File: src/rtl/rocket_pkg.sv
// Shared constants and types for the rocket motion stage.
// Positions are signed fixed point with FRAC_BITS fractional bits.
package rocket_pkg;
    localparam int FRAC_BITS     = 6;
    localparam int SCREEN_TOP    = 0;
    localparam int SCREEN_BOTTOM = 479;
    localparam int ROCKET_H      = 16;
    localparam int COORD_W       = 11;
    localparam int POS_W         = COORD_W + FRAC_BITS;
    localparam int Y_MAX         = SCREEN_BOTTOM - ROCKET_H;

    typedef logic signed [POS_W-1:0] pos_fx_t;

    typedef enum logic [1:0] {
        IDLE,
        FLYING,
        SPENT
    } rocket_state_t;
endpackage

File: src/rtl/single_rocket_mover_edge_detect.sv
// Single-register edge detector: rise/fall pulses for a level input.
module edge_detect (
    input  logic clk,
    input  logic reset,
    input  logic d_i,
    output logic rise_o,
    output logic fall_o
);
    logic d_q;

    always_ff @(posedge clk or posedge reset) begin
        if (reset) d_q <= 1'b0;
        else       d_q <= d_i;
    end

    assign rise_o = d_i & ~d_q;
    assign fall_o = ~d_i & d_q;
endmodule

File: src/rtl/single_rocket_mover.sv
// Per-rocket motion stage: latches launch values on isActive rise and steps
// the vertical fixed-point position once per frame until it would leave the screen.
module single_rocket_mover
    import rocket_pkg::*;
(
    input  logic                      clk,
    input  logic                      reset,
    input  logic                      startOfFrame,
    input  logic                      isActive,
    input  logic signed [COORD_W-1:0] initialSpeed,
    input  logic signed [COORD_W-1:0] initialX,
    input  logic signed [COORD_W-1:0] initialY,
    output logic signed [COORD_W-1:0] topLeftX,
    output logic signed [COORD_W-1:0] topLeftY,
    output logic                      rocketVisible,
    output logic                      reachedBorder
);
    // Legal accumulator window, one bit wider than the accumulator so the sum never wraps
    localparam logic signed [POS_W:0] NEXT_LO = (POS_W+1)'(SCREEN_TOP <<< FRAC_BITS);
    localparam logic signed [POS_W:0] NEXT_HI = (POS_W+1)'(((Y_MAX + 1) <<< FRAC_BITS) - 1);

    rocket_state_t             state_q, state_d;
    pos_fx_t                   acc_q, acc_d;
    logic signed [COORD_W-1:0] speed_q, speed_d;
    logic signed [COORD_W-1:0] x_q, x_d;
    logic                      vis_q, vis_d;
    logic                      border_q, border_d;

    logic                      rise, fall;
    logic signed [POS_W:0]     next_y;
    logic                      in_range;

    edge_detect u_edge (
        .clk    (clk),
        .reset  (reset),
        .d_i    (isActive),
        .rise_o (rise),
        .fall_o (fall)
    );

    always_comb begin
        next_y   = {acc_q[POS_W-1], acc_q} + {{(POS_W-COORD_W+1){speed_q[COORD_W-1]}}, speed_q};
        in_range = (next_y >= NEXT_LO) && (next_y <= NEXT_HI);

        state_d  = state_q;
        acc_d    = acc_q;
        speed_d  = speed_q;
        x_d      = x_q;
        vis_d    = vis_q;
        border_d = 1'b0;

        case (state_q)
            IDLE: begin
                if (rise) begin
                    acc_d   = {initialY, {FRAC_BITS{1'b0}}};
                    speed_d = initialSpeed;
                    x_d     = initialX;
                    vis_d   = 1'b1;
                    state_d = FLYING;
                end
            end
            FLYING: begin
                // isActive is always 1 on the cycle before FLYING, so fall == !isActive here
                if (fall) begin
                    vis_d   = 1'b0;
                    state_d = IDLE;
                end else if (startOfFrame) begin
                    if (in_range) begin
                        acc_d = next_y[POS_W-1:0];
                    end else begin
                        border_d = 1'b1;
                        vis_d    = 1'b0;
                        state_d  = SPENT;
                    end
                end
            end
            SPENT: begin
                if (!isActive) state_d = IDLE;
            end
            default: state_d = IDLE;
        endcase
    end

    always_ff @(posedge clk or posedge reset) begin
        if (reset) begin
            state_q  <= IDLE;
            acc_q    <= '0;
            speed_q  <= '0;
            x_q      <= '0;
            vis_q    <= 1'b0;
            border_q <= 1'b0;
        end else begin
            state_q  <= state_d;
            acc_q    <= acc_d;
            speed_q  <= speed_d;
            x_q      <= x_d;
            vis_q    <= vis_d;
            border_q <= border_d;
        end
    end

    assign topLeftX      = x_q;
    assign topLeftY      = acc_q[POS_W-1:FRAC_BITS];
    assign rocketVisible = vis_q;
    assign reachedBorder = border_q;
endmodule

File: config.mk
export PLATFORM = sky130hd
export DESIGN_NAME = single_rocket_mover
export DESIGN_NICKNAME = d
export VERILOG_FILES = /design/src/rtl/rocket_pkg.sv /design/src/rtl/single_rocket_mover_edge_detect.sv /design/src/rtl/single_rocket_mover.sv
export SDC_FILE = /design/constraint.sdc
export NUM_CORES = 1
export LEC_CHECK = 0
export CAP_MARGIN = 5
export CELL_PAD_IN_SITES_DETAIL_PLACEMENT = 1
export CELL_PAD_IN_SITES_GLOBAL_PLACEMENT = 1
export CORE_ASPECT_RATIO = 1.2
export CORE_MARGIN = 2
export CORE_UTILIZATION = 41
export DETAILED_ROUTE_END_ITERATION = 8
export GPL_TIMING_DRIVEN = 0
export PLACE_DENSITY_LB_ADDON = 0.1
export SETUP_SLACK_MARGIN = 0.2
export SLEW_MARGIN = 20
export SYNTH_ARGS = -nofsm -noshare
export SYNTH_HDL_FRONTEND = slang
export SYNTH_SLANG_ARGS = --single-unit
File: constraint.sdc
create_clock -name clk -period 7.2 [get_ports clk]
set_input_delay 1.44 -clock clk [delete_from_list [all_inputs] [get_ports clk]]
set_output_delay 1.44 -clock clk [all_outputs]
set_load 0.05 [all_outputs]
== Word level (Yosys, flattened, before mapping) ==
Index checks and enable logic that the tools add are counted.

* Bits in registers: 44

* Add/subtract/negate cells: 1
* $lt $le $gt $ge: 2
* Eq/ne operators: 9
* Multiplexer cells: 20
* Bitwise operators: 4
* Reduce and logical (&&, ||, !) cells: 7

{| class="wikitable"
|+ Operator list
! cell !! count
|-
| $mux 17 || 4
|-
| $pmux 17 s2 || 1
|-
| $add 17x11->18 || 1
|-
| $ge 18x1->1 const B || 1
|-
| $le 18x16->1 const B || 1
|-
| $mux 2 || 5
|-
| $ne 2x2->1 const B || 5
|-
| $mux 1 || 8
|-
| $reduce_and 4->1 || 2
|-
| $ne 3x3->1 const B || 2
|-
| $pmux 2 s3 || 1
|-
| $reduce_and 5->1 || 1
|-
| $and 1x1->1 || 2
|-
| $eq 2x1->1 const B || 1
|-
| $eq 2x2->1 const B || 1
|-
| $logic_not 2->1 || 1
|-
| $not 1->1 || 2
|-
| $pmux 1 s2 || 1
|-
| $reduce_and 2->1 || 1
|-
| $reduce_bool 2->1 || 1
|-
| $logic_and 1x1->1 || 1
|}

== Depth between registers and ports, before layout ==
* Depth in word-level cells: 7
* Mapped depth: 11

== Hierarchy ==
Synthesis repeated with hierarchy kept, for this count alone.

* Cell total of the unflattened synthesis: 339
* Area, all modules: 2964.1 um^2

{| class="wikitable"
|+ Modules (own cells, without submodules)
! module !! times used !! cells each !! area an instance (um^2)
|-
| single_rocket_mover || 1 || 335 || 2920.3
|-
| edge_detect || 1 || 4 || 43.8
|}

== Worst setup path after synthesis ==
OpenSTA, ideal clock, no wires.

* Kind: register -> register
* Start: register acc_q[0]
* End: register acc_q[14]
* Arrival: 2.704 ns
* Data required time: 7.075 ns
* Slack: 4.371 ns
* Cell stages (with the launch flop): 12
* Buffers on the path: 0
* Clock period less this slack: 2.829 ns
* Cells stage by stage: dfrtp_1 ha_1 inv_1 fa_1 nand2b_1 a21oi_1 a211o_1 or3_1 a21oi_2 o311ai_4 o21ai_4 mux2_2

* Longest elaborated chain between the ends: 5

{| class="wikitable"
|+ RTL lines
! item !! line !! source
|-
| start: declaration || single_rocket_mover.sv:23 || <nowiki>pos_fx_t acc_q, acc_d;</nowiki>
|-
| start signal: assignment || single_rocket_mover.sv:87 || <nowiki>acc_q <= '0;</nowiki>
|-
| start signal: assignment || single_rocket_mover.sv:94 || <nowiki>acc_q <= acc_d;</nowiki>
|-
| $add 17x11->18 (*) || single_rocket_mover.sv:42 || <nowiki>next_y = {acc_q[POS_W-1], acc_q} + {{(POS_W-COORD_W+1){speed_q[COORD_W-1]}}, speed_q};</nowiki>
|-
| $ge 18x1->1, or another cell as far along || single_rocket_mover.sv:43 || <nowiki>in_range = (next_y >= NEXT_LO) && (next_y <= NEXT_HI);</nowiki>
|-
| $logic_and 1x1->1 or $mux 17 (tied branches) || single_rocket_mover.sv:43, single_rocket_mover.sv:67 ||
|-
| $ne 2x2->1 (no source line) or $mux 17 (tied branches) || - ||
|-
| $reduce_and 5->1 (no source line) or $pmux 17 s2 (tied branches) || - ||
|}

Mark *: on every way between the ends. The rest lies on a longest branch, timed or not. The select of a mux whose other input is x is not followed.
A chain may end at the register's enable or synchronous reset.

== Worst setup path in the final report ==
* Start: register speed_q[0]
* End: register acc_q[10]

* Longest elaborated chain between the ends: 5

{| class="wikitable"
|+ RTL lines
! item !! line !! source
|-
| start: declaration || single_rocket_mover.sv:24 || <nowiki>logic signed [COORD_W-1:0] speed_q, speed_d;</nowiki>
|-
| start signal: assignment || single_rocket_mover.sv:95 || <nowiki>speed_q <= speed_d;</nowiki>
|-
| $add 17x11->18 (*) || single_rocket_mover.sv:42 ||
|-
| $ge 18x1->1, or another cell as far along || single_rocket_mover.sv:43 ||
|-
| $logic_and 1x1->1 or $mux 17 (tied branches) || single_rocket_mover.sv:43, single_rocket_mover.sv:67 ||
|-
| $ne 2x2->1 (no source line) or $mux 17 (tied branches) || - ||
|-
| $reduce_and 5->1 (no source line) or $pmux 17 s2 (tied branches) || - ||
|}

Marks and branches as above.

==> run summary <==
outcome: complete, no violations
post-synth top area share: 38.6%
Internal Pwr Total: 0.980 mW
die height: 95.3 um
first-pass GRT wire length: 12,700 um
share of layout cells above drive strength 1: 9.73%
Post-Syn Area: 0.00285 sq mm
FILL cells: 815
# DRC: 0
unrepaired setup endpoints after global routing: false
Setup TNS: 0 ns
f_max: 297 MHz
Clk pwr share: 9.8%
Tot Pwr: 1.99 mW
post-CTS sizing: 0
register bit total from synthesis: 44
most instantiated cells after synthesis: nand2_1, dfrtp_1, a21oi_1
ranking of synthesized cells by area: dfrtp_1, nand2_1, ha_1
EDFF count, synth: 0
CTS max path bufs: 2
Psw: 1.01 mW
hold buffer count at cts: 0
total grt overflow: 0
IR drop worst, VDD: 0.219 mV
ant diodes: 0
Avg Cell Area, Syn: 8.59 sq um
initial antenna violation count: 0
Root Driver: clkbuf_8
total wire length: 7610 um
crit path max fanout: 10
crit share post-route: 46.8%
clk_lat worst skew: 0.30 ns
Die Area: 0.00764 sq mm
register share of total power: 21.7%
most frequent cell after synthesis: nand2_1
largest net degree at the start of global routing: 26
DR vias: 2,566
Slew @ Worst Pin: 0.785 ns
boundary pin count: 61
post-synth cell types: 51
synthesis-to-layout area growth: 29.5%
Crit. End Element: flop
final setup vio count: 0
main flop type after synthesis: dfrtp_1
Initial DRC Count: 74
crit path kind: flop to flop
sequential-to-total area share from yosys stat: 38.6%
die width: 80.1 um
DRT Pass-1 Iters: 4
vias in the first global route: 2,648
Setup Buffers After CTS: 0
clock sink count: 44
Initial Util: 42.1%
post-DR vias/cell: 5.26
H-tree depth: 2
count of mapped cells out of synthesis: 332
PwrDens: 539 mW/mm^2
pre-CTS WS: 3.73 ns
Hold Fails Final Rpt: 0
NumNets Final: 455
Inserted Clock Buffers: 5
crit start category: flop
Switching Fraction: 50.7%
Reg clk slew, reported paths: 0.09 ns
Mapped Nets: 387
max-cap viol count: 0
leak pwr: 1.68 nW
Hold WC Path Type: flop to flop
final count of pins violating max slew: 0
worst clock skew: 0.00787 ns
CTS tree: yes
slew margin rel.: 47.2%
core area: 0.00677 sq mm
Detail Placement HPWL: 6010 um
Site Rows: 33
biggest area consumer among synthesized cells: dfrtp_1
min Tclk post-route: 3.37 ns
CP Data Required Time: 7.38 ns
All-Layer GR Usage: 21.4%
remaining antenna violation count: 0
critical path arrival: 3.54 ns
final worst slack: 3.83 ns
Synth warnings: 0
placer congestion estimate: 0.889
Comb pwr share: 68.5%
WL/cell: 15.6 um
Async S/R FF share, synth: 100%
IO Port Bufs: 60
==> cell families after synthesis <==
| group | share of synthesized area, % |
|---|---|
| simple gates | 22.1 |
| compound gates | 17.8 |
| flops | 38.6 |
| fa+ha+maj | 8.16 |
| mux | 5.93 |
| buf+inv | 5.22 |
| xor+xnor | 2.15 |
==> critical path: stages (launching register included) <==
cell and delay [ns]:
dfrtp_1 0.38, ha_1 0.21, inv_1 0.07, fa_1 0.39, nand2b_1 0.19, a21oi_1 0.37, a211o_1 0.27, o21ai_0 0.14
a21oi_2 0.25, o311ai_4 0.16, o21ai_4 0.43, mux2_1 0.38
==> per-layer routing <==
layer / vias up / part of all wire, % / global-route usage (%) / wire (um)
li1: 1274 / - / - / -
met1: 1257 / 44 / 26.4 / 3330
met2: 31 / 53 / 39.2 / 4030
met3: 4 / 2.4 / 3.13 / 181
met4: 0 / 0.76 / 5.08 / 58
met5: - / 0 / 0 / 0
==> sequential cells by signal, summed over array words and instances, names as in the netlist <==
name	count
speed_q	11
topLeftX	11
u_edge.d_q	1
rocketVisible	1
reachedBorder	1
acc_q	17
state_q	2
==> stage by stage <==
stage          hold WS [ns]  utilization [%]  instances  area, sq um
2_1_floorplan         0.450                -        332         2850
3_3_place_gp          0.457             52.6        479         3560
3_5_place_dp          0.461             52.9        480         3580
4_1_cts               0.485             54.5        488         3690
5_1_grt               0.501             54.5        488         3690
6_report              0.477             54.5        488         3690
==> cells in the final DEF, fill, tap and decap left out, types with 6 or more instances in the layout <==
cell type / n
mux2_2: 6
ha_1: 17
o21ai_0: 18
buf_4: 11
dfrtp_1: 44
clkdlybuf4s50_1: 60
a21oi_1: 20
nand2_1: 97
nor2_1: 14
nand2b_1: 7
clkbuf_1: 7
mux2i_1: 9
inv_1: 7
==> path summary, 6_finish.rpt <==
kind | cells after the start | slack (ns) | end | from
worst min register to register | 2 | 0.48 | topLeftX[10]$_DFFE_PP0P_ | topLeftX[10]$_DFFE_PP0P_
worst max-delay path | 11 | 3.83 | acc_q[10]$_DFFE_PP0P_ | speed_q[0]$_DFFE_PP0P_
max in group asynchronous | 3 | 5.24 | acc_q[16]$_DFFE_PP0P_ | reset
worst min-delay path | 2 | 0.48 | topLeftX[10]$_DFFE_PP0P_ | topLeftX[10]$_DFFE_PP0P_
min in group asynchronous | 2 | 1.47 | topLeftX[2]$_DFFE_PP0P_ | reset
worst max register to register | 11 | 3.83 | acc_q[10]$_DFFE_PP0P_ | speed_q[0]$_DFFE_PP0P_
==> power groups by stage <==
stage               combinational [mW]  sequential [mW]  clock [mW]
finish                            1.36            0.432       0.195
global route                      1.49            0.447       0.208
CTS                               1.38            0.434       0.200
detailed placement                1.37            0.439           0
global placement                  1.34            0.432           0
floorplan                        0.908            0.528           0
==> layout make-up <==
cell class / count / area [sq um] / area share [%]
inverters: 8 / 30.0 / 0.814
multi-input cells: 260 / 1600 / 43.4
flip-flops and latches: 44 / 1100 / 29.8
clock inverters: 3 / 42.5 / 1.15
repair buffers: 61 / 621 / 16.8
plain buffers: 20 / 119 / 3.22
well taps: 87 / 109 / 2.95
clock buffers: 5 / 68.8 / 1.86
Power figures use the tool's default switching activity.
